## src/rtl/ddr_arb_pkg.sv

```systemverilog
// Shared encodings, default widths and helpers for the DDR write-port arbiter.
// Optional watchdog is enabled with the ARB_WDOG_EN macro.
package ddr_arb_pkg;

  localparam logic [1:0] ARB_IDLE    = 2'd0;
  localparam logic [1:0] ARB_GRANT   = 2'd1;
  localparam logic [1:0] ARB_BUSY    = 2'd2;
  localparam logic [1:0] ARB_RELEASE = 2'd3;

  localparam int DEF_NREQ    = 2;
  localparam int DEF_DW      = 512;
  localparam int DEF_AW      = 30;
  localparam int DEF_BW      = 5;
  localparam int DEF_TIMEOUT = 4096;
  localparam int IDX_W       = $clog2(DEF_NREQ);

  function automatic int idx_width(input int nreq);
    return (nreq > 1) ? $clog2(nreq) : 1;
  endfunction

  // True while a requester owns the port (ack asserted).
  function automatic logic is_granted_state(input logic [1:0] st);
    return (st == ARB_GRANT) || (st == ARB_BUSY);
  endfunction

endpackage

```

## src/rtl/ddr_wr_arbiter_if.sv

```systemverilog
// Requester-side and DDR-side signal bundle of the DDR write-port arbiter.
// The arbiter uses the slave modport; the requesters/DDR model use master.
interface ddr_wr_arbiter_if #(
  parameter int NREQ = 2,
  parameter int DW   = 512,
  parameter int AW   = 30,
  parameter int BW   = 5
);
  logic [NREQ-1:0]    req_i;
  logic [NREQ-1:0]    ack_o;
  logic [NREQ-1:0]    req_wr_en_i;
  logic [NREQ*BW-1:0] req_burst_num_i;
  logic [NREQ*AW-1:0] req_start_addr_i;
  logic [NREQ*DW-1:0] req_wr_data_i;
  logic [NREQ-1:0]    req_fetch_en_o;
  logic [NREQ-1:0]    req_wr_done_o;
  logic               wr_ddr_en_o;
  logic [BW-1:0]      wr_burst_num_o;
  logic [AW-1:0]      wr_start_addr_o;
  logic [DW-1:0]      wr_data_o;
  logic               fetch_data_en_i;
  logic               wr_ddr_done_i;
  logic               busy_o;
  logic               wdog_err_o;

  modport slave (
    input  req_i, req_wr_en_i, req_burst_num_i, req_start_addr_i, req_wr_data_i,
    input  fetch_data_en_i, wr_ddr_done_i,
    output ack_o, req_fetch_en_o, req_wr_done_o,
    output wr_ddr_en_o, wr_burst_num_o, wr_start_addr_o, wr_data_o,
    output busy_o, wdog_err_o
  );

  modport master (
    output req_i, req_wr_en_i, req_burst_num_i, req_start_addr_i, req_wr_data_i,
    output fetch_data_en_i, wr_ddr_done_i,
    input  ack_o, req_fetch_en_o, req_wr_done_o,
    input  wr_ddr_en_o, wr_burst_num_o, wr_start_addr_o, wr_data_o,
    input  busy_o, wdog_err_o
  );

endinterface

```

## src/rtl/rr_pick.sv

```systemverilog
// Combinational round-robin picker: first set request at or after i_ptr, wrapping.
module rr_pick #(
  parameter int NREQ  = 2,
  parameter int IDX_W = 1
) (
  input  logic [NREQ-1:0]  i_req,
  input  logic [IDX_W-1:0] i_ptr,
  output logic             o_valid,
  output logic [IDX_W-1:0] o_idx
);

  // Scan offsets from farthest to nearest so the nearest hit wins.
  always_comb begin
    int w_j;
    o_valid = 1'b0;
    o_idx   = '0;
    w_j     = 0;
    for (int k = NREQ - 1; k >= 0; k--) begin
      w_j     = int'(i_ptr) + k;
      w_j     = (w_j >= NREQ) ? (w_j - NREQ) : w_j;
      o_valid = o_valid | i_req[w_j];
      o_idx   = i_req[w_j] ? IDX_W'(w_j) : o_idx;
    end
  end

endmodule

```

## src/rtl/ddr_wr_arbiter.sv

```systemverilog
// Round-robin arbiter sharing one DDR write port among NREQ requesters.
// Define ARB_WDOG_EN to add the grant watchdog (wdog_err_o, forced release).
module ddr_wr_arbiter
  import ddr_arb_pkg::*;
#(
  parameter int NREQ    = DEF_NREQ,
  parameter int DW      = DEF_DW,
  parameter int AW      = DEF_AW,
  parameter int BW      = DEF_BW,
  parameter int TIMEOUT = DEF_TIMEOUT
) (
  input logic              clk_i,
  input logic              rst_i,
  ddr_wr_arbiter_if.slave  bus
);

  localparam int IW = idx_width(NREQ);

  logic [1:0]      r_state;
  logic [1:0]      w_next_state;
  logic [IW-1:0]   r_gnt_idx;
  logic [IW-1:0]   r_ptr;
  logic [IW-1:0]   w_pick_idx;
  logic [IW-1:0]   w_next_gnt;
  logic [IW-1:0]   w_ptr_inc;
  logic            w_pick_valid;
  logic            w_req_g;
  logic            w_wren_g;
  logic            w_wdog_fire;
  logic [NREQ-1:0] r_ack;
  logic [NREQ-1:0] w_ack_next;

  rr_pick #(
    .NREQ  (NREQ),
    .IDX_W (IW)
  ) u_rr_pick (
    .i_req   (bus.req_i),
    .i_ptr   (r_ptr),
    .o_valid (w_pick_valid),
    .o_idx   (w_pick_idx)
  );

  assign w_req_g  = bus.req_i[r_gnt_idx];
  assign w_wren_g = bus.req_wr_en_i[r_gnt_idx];

  // Next-state logic; the watchdog overrides every other transition.
  always_comb begin
    w_next_state = r_state;
    case (r_state)
      ARB_IDLE: begin
        if (w_pick_valid) w_next_state = ARB_GRANT;
        else              w_next_state = ARB_IDLE;
      end
      ARB_GRANT: begin
        if (w_wdog_fire)   w_next_state = ARB_RELEASE;
        else if (w_wren_g) w_next_state = ARB_BUSY;
        else if (!w_req_g) w_next_state = ARB_RELEASE;
        else               w_next_state = ARB_GRANT;
      end
      ARB_BUSY: begin
        if (w_wdog_fire || bus.wr_ddr_done_i) w_next_state = ARB_RELEASE;
        else                                  w_next_state = ARB_BUSY;
      end
      ARB_RELEASE: w_next_state = ARB_IDLE;
      default:     w_next_state = ARB_IDLE;
    endcase
  end

  // Grant index for the coming cycle, pointer successor and registered one-hot ack.
  always_comb begin
    w_next_gnt = (r_state == ARB_IDLE) ? w_pick_idx : r_gnt_idx;
    if (int'(r_gnt_idx) >= NREQ - 1) w_ptr_inc = '0;
    else                             w_ptr_inc = r_gnt_idx + IW'(1);
    w_ack_next = '0;
    if (is_granted_state(w_next_state)) w_ack_next[w_next_gnt] = 1'b1;
    else                                w_ack_next = '0;
  end

  // Arbiter state, latched grant, round-robin pointer and ack register.
  always_ff @(posedge clk_i or posedge rst_i) begin
    if (rst_i) begin
      r_state   <= ARB_IDLE;
      r_gnt_idx <= '0;
      r_ptr     <= '0;
      r_ack     <= '0;
    end else begin
      r_state   <= w_next_state;
      r_gnt_idx <= w_next_gnt;
      r_ack     <= w_ack_next;
      if (r_state == ARB_RELEASE) r_ptr <= w_ptr_inc;
      else                        r_ptr <= r_ptr;
    end
  end

  // DDR-side mux and return-path routing, live only while a burst is in flight.
  always_comb begin
    bus.wr_ddr_en_o     = 1'b0;
    bus.wr_burst_num_o  = '0;
    bus.wr_start_addr_o = '0;
    bus.wr_data_o       = '0;
    bus.req_fetch_en_o  = '0;
    bus.req_wr_done_o   = '0;
    if (r_state == ARB_BUSY) begin
      bus.wr_ddr_en_o                = w_wren_g;
      bus.wr_burst_num_o             = bus.req_burst_num_i[int'(r_gnt_idx)*BW +: BW];
      bus.wr_start_addr_o            = bus.req_start_addr_i[int'(r_gnt_idx)*AW +: AW];
      bus.wr_data_o                  = bus.req_wr_data_i[int'(r_gnt_idx)*DW +: DW];
      bus.req_fetch_en_o[r_gnt_idx]  = bus.fetch_data_en_i;
      bus.req_wr_done_o[r_gnt_idx]   = bus.wr_ddr_done_i;
    end else begin
      bus.wr_ddr_en_o     = 1'b0;
      bus.req_fetch_en_o  = '0;
      bus.req_wr_done_o   = '0;
    end
  end

  assign bus.ack_o  = r_ack;
  assign bus.busy_o = (r_state != ARB_IDLE);

`ifdef ARB_WDOG_EN
  logic [15:0] r_wdog_cnt;
  logic        r_wdog_err;

  assign w_wdog_fire = is_granted_state(r_state) && (r_wdog_cnt == 16'(TIMEOUT - 1));

  // Watchdog counts cycles spent in one grant state; the error flag is sticky.
  always_ff @(posedge clk_i or posedge rst_i) begin
    if (rst_i) begin
      r_wdog_cnt <= 16'd0;
      r_wdog_err <= 1'b0;
    end else begin
      if (w_next_state != r_state)     r_wdog_cnt <= 16'd0;
      else if (is_granted_state(r_state)) r_wdog_cnt <= r_wdog_cnt + 16'd1;
      else                             r_wdog_cnt <= 16'd0;
      if (w_wdog_fire) r_wdog_err <= 1'b1;
      else             r_wdog_err <= r_wdog_err;
    end
  end

  assign bus.wdog_err_o = r_wdog_err;
`else
  logic [15:0] w_unused_timeout;

  assign w_unused_timeout = 16'(TIMEOUT);
  assign w_wdog_fire      = 1'b0;
  assign bus.wdog_err_o   = 1'b0;
`endif

endmodule
```

## src/flat_wrapper.sv

```systemverilog
// flat-port wrapper written by rule: the top's interface ports become plain ports
module ddr_wr_arbiter_flat import ddr_arb_pkg::*;
#(
  parameter int NREQ    = DEF_NREQ,
  parameter int DW      = DEF_DW,
  parameter int AW      = DEF_AW,
  parameter int BW      = DEF_BW,
  parameter int TIMEOUT = DEF_TIMEOUT
)
  (clk_i, rst_i, bus_req_i, bus_req_wr_en_i, bus_req_burst_num_i, bus_req_start_addr_i, bus_req_wr_data_i, bus_fetch_data_en_i, bus_wr_ddr_done_i, bus_ack_o, bus_req_fetch_en_o, bus_req_wr_done_o, bus_wr_ddr_en_o, bus_wr_burst_num_o, bus_wr_start_addr_o, bus_wr_data_o, bus_busy_o, bus_wdog_err_o);
  ddr_wr_arbiter_if #(.NREQ(NREQ), .DW(DW), .AW(AW), .BW(BW)) bus_i ();
  input logic clk_i;
  input logic rst_i;
  input wire logic [$bits(bus_i.req_i)-1:0] bus_req_i;
  input wire logic [$bits(bus_i.req_wr_en_i)-1:0] bus_req_wr_en_i;
  input wire logic [$bits(bus_i.req_burst_num_i)-1:0] bus_req_burst_num_i;
  input wire logic [$bits(bus_i.req_start_addr_i)-1:0] bus_req_start_addr_i;
  input wire logic [$bits(bus_i.req_wr_data_i)-1:0] bus_req_wr_data_i;
  input wire logic [$bits(bus_i.fetch_data_en_i)-1:0] bus_fetch_data_en_i;
  input wire logic [$bits(bus_i.wr_ddr_done_i)-1:0] bus_wr_ddr_done_i;
  output wire logic [$bits(bus_i.ack_o)-1:0] bus_ack_o;
  output wire logic [$bits(bus_i.req_fetch_en_o)-1:0] bus_req_fetch_en_o;
  output wire logic [$bits(bus_i.req_wr_done_o)-1:0] bus_req_wr_done_o;
  output wire logic [$bits(bus_i.wr_ddr_en_o)-1:0] bus_wr_ddr_en_o;
  output wire logic [$bits(bus_i.wr_burst_num_o)-1:0] bus_wr_burst_num_o;
  output wire logic [$bits(bus_i.wr_start_addr_o)-1:0] bus_wr_start_addr_o;
  output wire logic [$bits(bus_i.wr_data_o)-1:0] bus_wr_data_o;
  output wire logic [$bits(bus_i.busy_o)-1:0] bus_busy_o;
  output wire logic [$bits(bus_i.wdog_err_o)-1:0] bus_wdog_err_o;
  assign bus_i.req_i = bus_req_i;
  assign bus_i.req_wr_en_i = bus_req_wr_en_i;
  assign bus_i.req_burst_num_i = bus_req_burst_num_i;
  assign bus_i.req_start_addr_i = bus_req_start_addr_i;
  assign bus_i.req_wr_data_i = bus_req_wr_data_i;
  assign bus_i.fetch_data_en_i = bus_fetch_data_en_i;
  assign bus_i.wr_ddr_done_i = bus_wr_ddr_done_i;
  assign bus_ack_o = bus_i.ack_o;
  assign bus_req_fetch_en_o = bus_i.req_fetch_en_o;
  assign bus_req_wr_done_o = bus_i.req_wr_done_o;
  assign bus_wr_ddr_en_o = bus_i.wr_ddr_en_o;
  assign bus_wr_burst_num_o = bus_i.wr_burst_num_o;
  assign bus_wr_start_addr_o = bus_i.wr_start_addr_o;
  assign bus_wr_data_o = bus_i.wr_data_o;
  assign bus_busy_o = bus_i.busy_o;
  assign bus_wdog_err_o = bus_i.wdog_err_o;
  ddr_wr_arbiter #(.NREQ(NREQ), .DW(DW), .AW(AW), .BW(BW), .TIMEOUT(TIMEOUT)) u_core (.clk_i(clk_i), .rst_i(rst_i), .bus(bus_i));
endmodule
```

## config.mk

```make
export PLATFORM = sky130hd
export DESIGN_NAME = ddr_wr_arbiter_flat
export DESIGN_NICKNAME = d
export VERILOG_FILES = /design/src/rtl/ddr_arb_pkg.sv /design/src/rtl/ddr_wr_arbiter_if.sv /design/src/rtl/rr_pick.sv /design/src/rtl/ddr_wr_arbiter.sv /design/src/flat_wrapper.sv
export SDC_FILE = /design/constraint.sdc
export NUM_CORES = 1
export LEC_CHECK = 0
export BUFFER_PORTS_ARGS = -buffer_cell sky130_fd_sc_hd__buf_2
export CAP_MARGIN = 5
export CORE_AREA = 2 2 644 646
export DETAILED_ROUTE_END_ITERATION = 16
export DIE_AREA = 0 0 646 648
export SYNTH_ARGS = -nofsm -noshare
export SYNTH_HDL_FRONTEND = slang
export SYNTH_SLANG_ARGS = --single-unit
```

## constraint.sdc

```tcl
create_clock -name clk_i -period 1.6 [get_ports clk_i]
set_input_delay 0.32 -clock clk_i [delete_from_list [all_inputs] [get_ports clk_i]]
set_output_delay 0.32 -clock clk_i [all_outputs]
set_load 0.03 [all_outputs]
```

==> results.md <==
- Status: finished, violations left
- Failing checks: setup timing
- RSZ-0062 raised after global routing: yes
- Smallest setup slack after layout: -766 ps
- Count of different cell masters after synthesis: 25
- Worst min path class: in2async
- Worst vdd ir: 1040 uV
- DR iter-0 viols: 1626
- Clock Root Buffer: clkbuf_16
- Io pins: 1658
- Share of layout cells above drive strength 1: 66.7%
- Clock tree from TritonCTS: built
- Maximum fanout along the worst path: 20
- Initial antenna violation count: 686
- Register area: 154 sq um
- Final Util: 7.15%
- Hold slack: 160 ps
- WP data arrival: 2050 ps
- Yosys reg bits: 6
- Maximum achievable frequency: 423 MHz
- First-pass GRT wire length: 462000 um
- Tot Pwr: 50.1 mW
- Synthesized cell area: 9050 sq um
- Inst Count DP: 8376
- Nets@finish: 4021
- CP Launch Type: flop
- Port bufs: 1656
- Initial core utilization: 2.20%
- Minimum clock period: 2370 ps
- FP Rows: 236
- Yosys warns: 0
- Die ar.: 419000 sq um
- Placed Area: 27700 sq um
- Area of the multi-input gates: 8500 sq um
- Cells after Synth: 1261
- Num CTS Buffers: 3
- Data required, critical path: 1280 ps
- CP dominant cell by count: buf_12
- Cts hold-fix bufs: 0
- Post-synth top area cell: mux2i_1
- Synthesized Nets: 2363
- WL final: 429000 um
- Tcrit/Tclk final: 148%
- Synth top area share: 60.7%
- Core ar.: 412000 sq um
- H-tree level count: 1
- Post-route insts no fill: 8593
- Clk Latency, worst-skew pair: 260 ps
- Slew Limit Fails: 0
- Vias per cell: 2.50
- Critical Path Sink Type: primary output
- Top post-synthesis cells by area: mux2i_1 (61%), nor2_1 (23%), buf_6 (7.3%), buf_4 (4.6%), dfrtp_1 (1.7%)
- Setup_tns: -309390 ps
- Crit Path Category: reg2out
- Sequential fraction of the synthesis area: 1.66%
- Vias in the first global route: 17.4k
- Count of final setup violators: 552
- DRT antenna net count: 0
- Clock sink count: 6
- Cell Chain, Critical Path: buf_12 > buf_12 > buf_12 > mux2i_1 > nor2_1 > buf_2
- Max Cap Viol: 0
- Vias: 21.5k
- CTS Buffer Depth: 2
- Top cell family by delay on the critical path: buffers and inverters
- Clk pin slew, worst setup/hold paths: 60 ps
- Slowest cell delay on critical path: 450 ps
- Hpwl dp: 416000 um
- Syn Area/Cell: 7.18 sq um
- Initial DRT Pass Iterations: 6
- Wire length per cell: 50.0 um
- Overall die width: 646 um
- Drt drc: 0
- GPL Wtd Cong: 1.21
- Grt total ovfl: 0
- FILL cells: 48.6k
- All-layer global routing usage: 19.6%
- Final hold vios: 0
- CP Launch Point: u_core.r_gnt_idx$_DFF_PP0_
- Final Cell Area: 29500 sq um
- Area grow syn2layout: 225%
- CP bufs+invs: 4
- Pwr/cell area: 1700 nW/um^2
- Rel. slew slack: 55.0%
- Pin count of the biggest net entering global routing: 62
- Slew @ Worst Pin: 675 ps
- Post-Route Skew: 18.6 ps
- Leak pwr: 12.4 nW
- Reg2Reg Launch Point: u_core.r_gnt_idx$_DFF_PP0_
- Die Y: 648 um
- CP max-delay cell: dfrtp_4
- Pre-CTS WS: -733 ps
==> repair_timing <==
action	in CTS	in global routing
gates cloned	4	3
pin swaps	3	9
gates resized for setup	147	134
buffers inserted	3	2
endpoints found under the setup margin	552	552
==> layer usage <==
metal,part of all wire [%],global-route usage (%)
met5,0.71,0.786
met2,45,31.9
met3,18,15.8
met1,33,19.4
met4,3.3,3.91
==> flip-flops by register name, indices dropped and copies added (netlist names) <==
name / flops
u_core.r_gnt_idx: 1
u_core.r_state: 2
u_core.r_ptr: 1
u_core.bus.ack_o: 2
==> path summary, 6_finish.rpt <==
| kind | to | slack (ps) | cells after the start |
|---|---|---|---|
| setup / recovery | bus_wr_data_o[120] | -770 | 6 |
| hold / removal | u_core.r_gnt_idx$_DFF_PP0_ | 160 | 2 |
| setup reg to reg | u_core.bus.ack_o[1]$_DFF_PP0_ | 90 | 5 |
| hold reg to reg | u_core.r_ptr$_DFFE_PP0N_ | 530 | 2 |
| max in group asynchronous | u_core.r_gnt_idx$_DFF_PP0_ | 950 | 2 |
| min in group clk_i | u_core.bus.ack_o[0]$_DFF_PP0_ | 430 | 3 |
==> worst register-to-register path: stages, from the launching register on <==
cell and delay [ps]:
dfrtp_4 450, buf_12 180, buf_4 310, nor3_1 90, o21a_1 190, nor3_1 200
==> area by class of cell <==
class	count	area share, %
well taps	5474	23.3
multi-input cells	1125	28.9
repair buffers	1779	45.3
inverters	4	0.0510
diodes	201	1.71
flip-flops and latches	6	0.523
clock buffers	4	0.268
==> cell families (layout without fill, tap and decap cells) <==
kind of cell | count (synthesis) | in the layout | synth area share (%)
other | 1 | 202 | 0.0414
DFF | 6 | 6 | 1.66
and+or+nand+nor | 567 | 567 | 24.0
buffers and inverters | 130 | 1787 | 12.9
AOI/OAI and AO/OA | 7 | 7 | 0.594
muxes | 550 | 550 | 60.8
==> Yosys cell counts, drive strengths merged <==
library cell,n
nor2,551
mux2i,549
buf,121
dfrtp,6
clkbuf,5
inv,4
nor3,4
nand2,3
nand2b,3
and3,2
nor2b,2
o21a,2
o21ai,2
a31oi,1
and2,1
conb,1
mux2,1
nor3b,1
o31ai,1
o32ai,1
==> cells in the final DEF (no fill, tap or decap), types with 5 or more instances in the layout <==
master	count
buf_2	1375
buf_4	102
mux2i_2	53
nor2_2	63
buf_12	247
mux2i_1	478
mux2i_4	18
dfrtp_1	5
clkbuf_16	6
buf_6	18
buf_8	5
nor2_1	463
nor2_4	25
buf_16	8
clkbuf_4	20
diode_2	201
==> power breakdown <==
part	internal [mW]	switching, mW
Clock	0.336	0.152
Combinational	17.4	31.8
Sequential	0.233	0.0504
Power figures use the tool's default switching activity.
